`config.mk`:
```
export PLATFORM = sky130hd
export DESIGN_NAME = floor_dispatcher
export DESIGN_NICKNAME = d
export VERILOG_FILES = /design/src/rtl/floor_dispatcher.sv
export SDC_FILE = /design/constraint.sdc
export NUM_CORES = 1
export LEC_CHECK = 0
export BUFFER_PORTS_ARGS = -buffer_cell sky130_fd_sc_hd__buf_2
export CORE_MARGIN = 8
export CORE_UTILIZATION = 50
export DETAILED_ROUTE_END_ITERATION = 6
export HOLD_SLACK_MARGIN = 0.02
export PLACE_DENSITY_LB_ADDON = 0.25
export SLEW_MARGIN = 40
export SYNTH_ARGS = -nofsm -noshare
export SYNTH_HDL_FRONTEND = slang
export SYNTH_SLANG_ARGS = --single-unit
```
`constraint.sdc`:
```
create_clock -name CLK -period 4.35 [get_ports CLK]
set_input_delay 0.2175 -clock CLK [delete_from_list [all_inputs] [get_ports CLK]]
set_output_delay 0.2175 -clock CLK [all_outputs]
set_load 0.005 [all_outputs]
```
`src/rtl/floor_dispatcher.sv`:
```
// floor_dispatcher: request-to-service controller for one lift car.
// Latches hall/car buttons, tracks the halted floor, picks SCAN targets,
// times the door dwell and pulses button-lamp clears.
//
// state | meaning
// ------+-------------------------------------------------------------
// IDLE  | no motion, door closed, waiting for a pending request
// MOVE  | MOVE_REQ asserted, travelling toward TARGET_FLOOR along DIR_UP
// DOOR  | DOOR_OPEN asserted, dwell counter running at the current floor
module floor_dispatcher #(
    parameter int FLOORS       = 4,
    parameter int FLOOR_BITS   = 2,
    parameter int DWELL_CYCLES = 8
) (
    input  logic                  CLK,
    input  logic                  RESET,
    input  logic [FLOOR_BITS-1:0] CURRENT_FLOOR_IN,
    input  logic                  HALTED,
    input  logic [FLOORS-1:0]     FLOOR_REQUEST,
    output logic [FLOOR_BITS-1:0] CURRENT_FLOOR_OUT,
    output logic [FLOORS-1:0]     DESTINATIONS,
    output logic [FLOORS-1:0]     CLEAR_FLOOR_BUTTON,
    output logic [FLOOR_BITS-1:0] TARGET_FLOOR,
    output logic                  MOVE_REQ,
    output logic                  DIR_UP,
    output logic                  DOOR_OPEN
);

    localparam int CNT_BITS = $clog2(DWELL_CYCLES + 1);
    localparam logic [CNT_BITS-1:0] DWELL_LAST = CNT_BITS'(DWELL_CYCLES - 1);
    // One extra bit so FLOORS == 2**FLOOR_BITS is still representable.
    localparam logic [FLOOR_BITS:0] FLOORS_W = (FLOOR_BITS + 1)'(FLOORS);

    typedef enum logic [1:0] {
        S_IDLE = 2'd0,
        S_MOVE = 2'd1,
        S_DOOR = 2'd2
    } state_t;

    state_t                state, state_nx;
    logic [FLOOR_BITS-1:0] floor_q;
    logic [FLOOR_BITS-1:0] target_q, target_nx;
    logic [FLOORS-1:0]     pending_q;
    logic [FLOORS-1:0]     clr;
    logic [FLOORS-1:0]     floor_onehot;
    logic [CNT_BITS-1:0]   cnt_q, cnt_nx;
    logic                  dir_up_q, dir_nx;
    logic                  halted_q;
    logic                  door_first_q;
    logic                  floor_ok;
    logic                  halt_rise;
    logic                  above, below, here, req_here;
    logic [FLOOR_BITS-1:0] up_floor, dn_floor;

    // Halt edge qualified by an in-range floor index; out-of-range halts are ignored.
    always_comb begin
        floor_ok  = ({1'b0, CURRENT_FLOOR_IN} < FLOORS_W);
        halt_rise = HALTED & ~halted_q & floor_ok;
    end

    // Pending-set scan: nearest floor above and below the current floor.
    always_comb begin
        above    = 1'b0;
        below    = 1'b0;
        up_floor = floor_q;
        dn_floor = floor_q;
        // Scanning downward leaves the smallest floor above in up_floor.
        for (int i = FLOORS - 1; i >= 0; i--) begin
            if (pending_q[i] && (FLOOR_BITS'(i) > floor_q)) begin
                above    = 1'b1;
                up_floor = FLOOR_BITS'(i);
            end
        end
        // Scanning upward leaves the largest floor below in dn_floor.
        for (int i = 0; i < FLOORS; i++) begin
            if (pending_q[i] && (FLOOR_BITS'(i) < floor_q)) begin
                below    = 1'b1;
                dn_floor = FLOOR_BITS'(i);
            end
        end
    end

    // One-hot of the current floor and the "request here" views.
    always_comb begin
        floor_onehot = '0;
        for (int i = 0; i < FLOORS; i++) begin
            floor_onehot[i] = (FLOOR_BITS'(i) == floor_q);
        end
        here     = |(pending_q & floor_onehot);
        req_here = |(FLOOR_REQUEST & floor_onehot);
    end

    // Next-state, direction, target, dwell counter and lamp-clear decode.
    always_comb begin
        state_nx  = state;
        dir_nx    = dir_up_q;
        target_nx = target_q;
        cnt_nx    = cnt_q;
        clr       = '0;
        unique case (state)
            S_IDLE: begin
                if (here) begin
                    state_nx = S_DOOR;
                    cnt_nx   = '0;
                end else if (above || below) begin
                    state_nx  = S_MOVE;
                    dir_nx    = above & (dir_up_q | ~below);
                    target_nx = dir_nx ? up_floor : dn_floor;
                end
            end
            S_MOVE: begin
                if (halt_rise) begin
                    state_nx = S_DOOR;
                    cnt_nx   = '0;
                end else if (dir_up_q && above) begin
                    target_nx = up_floor;
                end else if (!dir_up_q && below) begin
                    target_nx = dn_floor;
                end
            end
            S_DOOR: begin
                // A press at the open floor clears its lamp again and
                // holds the door; it never enters the pending set.
                if (door_first_q || req_here) begin
                    clr = floor_onehot;
                end
                if (req_here) begin
                    cnt_nx = '0;
                end else if (cnt_q == DWELL_LAST) begin
                    if (dir_up_q ? above : below) begin
                        state_nx  = S_MOVE;
                        target_nx = dir_up_q ? up_floor : dn_floor;
                    end else if (dir_up_q ? below : above) begin
                        state_nx  = S_MOVE;
                        dir_nx    = ~dir_up_q;
                        target_nx = dir_up_q ? dn_floor : up_floor;
                    end else begin
                        state_nx = S_IDLE;
                    end
                end else begin
                    cnt_nx = cnt_q + 1'b1;
                end
            end
            default: begin
                state_nx = S_IDLE;
            end
        endcase
    end

    // FSM and datapath registers.
    always_ff @(posedge CLK or negedge RESET) begin
        if (!RESET) begin
            state        <= S_IDLE;
            floor_q      <= '0;
            pending_q    <= '0;
            target_q     <= '0;
            dir_up_q     <= 1'b1;
            cnt_q        <= '0;
            halted_q     <= 1'b0;
            door_first_q <= 1'b0;
        end else begin
            state        <= state_nx;
            target_q     <= target_nx;
            dir_up_q     <= dir_nx;
            cnt_q        <= cnt_nx;
            halted_q     <= HALTED;
            door_first_q <= (state != S_DOOR) && (state_nx == S_DOOR);
            // Clear wins over a same-cycle request for the same floor.
            pending_q    <= (pending_q | FLOOR_REQUEST) & ~clr;
            if (halt_rise) begin
                floor_q <= CURRENT_FLOOR_IN;
            end
        end
    end

    // Output mapping; MOVE_REQ and DOOR_OPEN decode disjoint states.
    always_comb begin
        CURRENT_FLOOR_OUT  = floor_q;
        DESTINATIONS       = pending_q;
        CLEAR_FLOOR_BUTTON = clr;
        TARGET_FLOOR       = target_q;
        MOVE_REQ           = (state == S_MOVE);
        DIR_UP             = dir_up_q;
        DOOR_OPEN          = (state == S_DOOR);
    end

endmodule

```
==> impl_metrics.env <==
export IMPL_clk_pin_slew_worst_paths_ns=0.09
export IMPL_slowest_stage="dfrtp_1"
export IMPL_cp_depth=5
export IMPL_root_buffer="clkbuf_4"
export IMPL_use_met3=0.0397
export IMPL_synthCells=148
export IMPL_setup_violations_final=0
export IMPL_fp_dieW_um=67.5
export IMPL_finalClockSkew_ns=0.00251
export IMPL_synthesis_area_sq_um=1320
export IMPL_vdd_drop_max_v=0.000291
export IMPL_status="complete, no violations"
export IMPL_rows=18
export IMPL_synth_top_area_cell="dfrtp_1"
export IMPL_drc_errors=0
export IMPL_fin_nets=185
export IMPL_drt_iter0_markers=72
export IMPL_numCtsBuffers=3
export IMPL_ant_nets=0
export IMPL_grt_usage=0.150
export IMPL_gp_congestion=0.888
export IMPL_cts_tree="built"
export IMPL_synth_compound_area_frac=0.243
export IMPL_min_path_type="in -> reg"
export IMPL_synthAdderAreaFrac=0.0473
export IMPL_min_period_ns=2.54
export IMPL_diodes=0
export IMPL_core_area_sq_um=2500
export IMPL_cp_start_kind="register"
export IMPL_drv_slew=0
export IMPL_dpl_cell_count=195
export IMPL_grt_antenna_before_repair=0
export IMPL_grt_util_met2=0.249
export IMPL_wl_per_cell_um=15.2
export IMPL_synth_top_family_by_area="simple AND/OR/NAND/NOR gates"
export IMPL_yosysMostFrequentCell="dfrtp_1"
export IMPL_start_util=0.530
export IMPL_ys_seq_area_frac=0.322
export IMPL_worstPathArrival_ns=2.33
export IMPL_die_area_sq_um=4550
export IMPL_drive_gt1_frac=0.259
export IMPL_synth_simple_gate_area_frac=0.252
export IMPL_fin_hold_ws_ns=0.0551
export IMPL_crit_fanout=15
export IMPL_crit_path_end_kind="primary output"
export IMPL_synthTopCellsByArea="dfrtp_1 (30%), ha_1 (4.7%), o21ai_0 (4.5%), nor2_1 (4.3%), nand2_1 (3.7%)"
export IMPL_yosysWarnings=0
export IMPL_cts_sinks=17
export IMPL_power_density_nw_per_um2=550
export IMPL_cts_htree_levels=1
export IMPL_synth_async_reset_ratio=1.00
export IMPL_syn_nets=162
export IMPL_hold_viol=0
export IMPL_muxShareOfSynthArea=0.0671
export IMPL_ios=24
export IMPL_fin_util=0.586
export IMPL_ys_seq_elements=17
export IMPL_syn_avg_cell_area_sq_um=8.94
export IMPL_overflow=0
export IMPL_routed_wirelength_um=3040
export IMPL_p_leak_nw=0.623
export IMPL_final_cells=200
export IMPL_whs_path_depth=1
export IMPL_synth_flop_cell="dfrtp_1"
export IMPL_path_cells="mux4_2 > o21ai_0 > or2_2 > nor2_1 > buf_2"
export IMPL_crit_type="reg -> out"
export IMPL_tightestPinTransition_ns=0.490
export IMPL_worstSkewPairLatency_ns=0.29
export IMPL_critPathBufInv=1
export IMPL_busiest_layer="met2"
export IMPL_r2r_cells=5
export IMPL_max_freq_ghz=0.393
export IMPL_synth_top_area_frac=0.302
export IMPL_rsz0062_at_grt="false"
export IMPL_worstPathRequired_ns=4.13
export IMPL_synth_cell_types=52
export IMPL_grt_pass1_vias=1226
export IMPL_path_delay_family="flip-flops"
export IMPL_crit_path_max_incr_delay_ns=0.66
export IMPL_syn_to_final_growth_pct=10.6
export IMPL_drt_first_pass_iters=4
export IMPL_grt_max_degree=18
export IMPL_clockBufferDepth=2
export IMPL_vias=1194
export IMPL_hpwl_um=2370
export IMPL_relSlewSlack=0.674
export IMPL_global_route_usage_met1=0.177
export IMPL_vias_per_cell=5.97
export IMPL_port_buffers=23
export IMPL_fin_tns_setup_ns=0
export IMPL_fin_crit_sh=0.585
export IMPL_cts_resized=0
export IMPL_synth_commonest_cells="dfrtp_1 (16), nor2_1 (15), nand2_1 (13), o21ai_0 (12), inv_1 (10)"
export IMPL_drv_cap=0
export IMPL_synth_xor_area_frac=0
export IMPL_grt_pass1_wl_um=5330
export IMPL_die_height_um=67.5
export IMPL_synth_edff_count=0
[routing by layer]
layer / wire length (um) / vias up
li1: - / 583
met1: 1350 / 569
met2: 1480 / 37
met3: 164 / 5
met4: 42 / 0
met5: 0 / -
[cell families after synthesis]
| logic type | count (synthesis) |
|---|---|
| buffers and inverters | 17 |
| adders and majority gates | 5 |
| and+or+nand+nor | 61 |
| AOI/OAI and AO/OA | 42 |
| DFF | 17 |
| muxes | 6 |
[cell usage in the layout, fill, tap and decap left out, drive strengths merged, types with 3 or more instances in the layout]
cell type  count
buf           23
a21oi          5
nand3          7
nand2b         4
ha             5
nor2          15
o21ai         16
clkbuf         4
nor3           4
and2           3
nand2         13
inv           10
dfrtp         16
mux2           3
[power breakdown]
part / total, W / internal [W] / leakage, nW / switching [W]
registers: 0.000268 / 0.000205 / 0.203 / 0.0000634
logic: 0.000453 / 0.000210 / 0.405 / 0.000242
clock network: 0.0000841 / 0.0000357 / 0.0150 / 0.0000484
[worst paths after layout]
check,start,end,slack (ns)
setup / recovery,CURRENT_FLOOR_OUT[1],CLEAR_FLOOR_BUTTON[2],1.81
min in group asynchronous,RESET,DESTINATIONS[1],0.37
max in group asynchronous,RESET,DIR_UP,3.66
setup reg to reg,CURRENT_FLOOR_OUT[1],TARGET_FLOOR[1],2.07
hold / removal,HALTED,halted_q,0.06
hold reg to reg,cnt_q[3],cnt_q[3],0.48
[state kept, by name, indices dropped and copies added (netlist names)]
signal and cells:
CURRENT_FLOOR_OUT 2, DESTINATIONS 4, DIR_UP 1, TARGET_FLOOR 2
cnt_q 4, door_first_q 1, halted_q 1, state 2
[worst register-to-register path, cell delays in order (launching register included)]
cell and delay (ns):
dfrtp_1 0.66, mux4_2 0.58, and2_4 0.18, a221oi_2 0.22
nand4b_1 0.18, mux2_1 0.35
[per-stage QoR]
step | setup WS [ns] | power [W] | instance area, sq um
floorplan | 2.40 | 0.000615 | 1320
global placement | 2.14 | 0.000707 | 1430
CTS | 1.81 | 0.000815 | 1460
finish | 1.81 | 0.000805 | 1460
detailed placement | 2.10 | 0.000724 | 1430
global route | 1.68 | 0.000879 | 1460
[final cells by class]
class                   instances  area (sq um)
repair buffers                 24           125
clock buffers                   4          26.3
well taps                      30          37.5
multi-input cells             114           807
inverters                      11          41.3
flip-flops and latches         17           427
fillers                       231          1040
[repair_timing]
item | 4_1_cts | 5_1_grt
setup buffers | 0 | 0
hold endpoints to repair | 16 | 0
hold buffers | 1 | 0
Note: power is estimated with default switching activity, not from simulation.
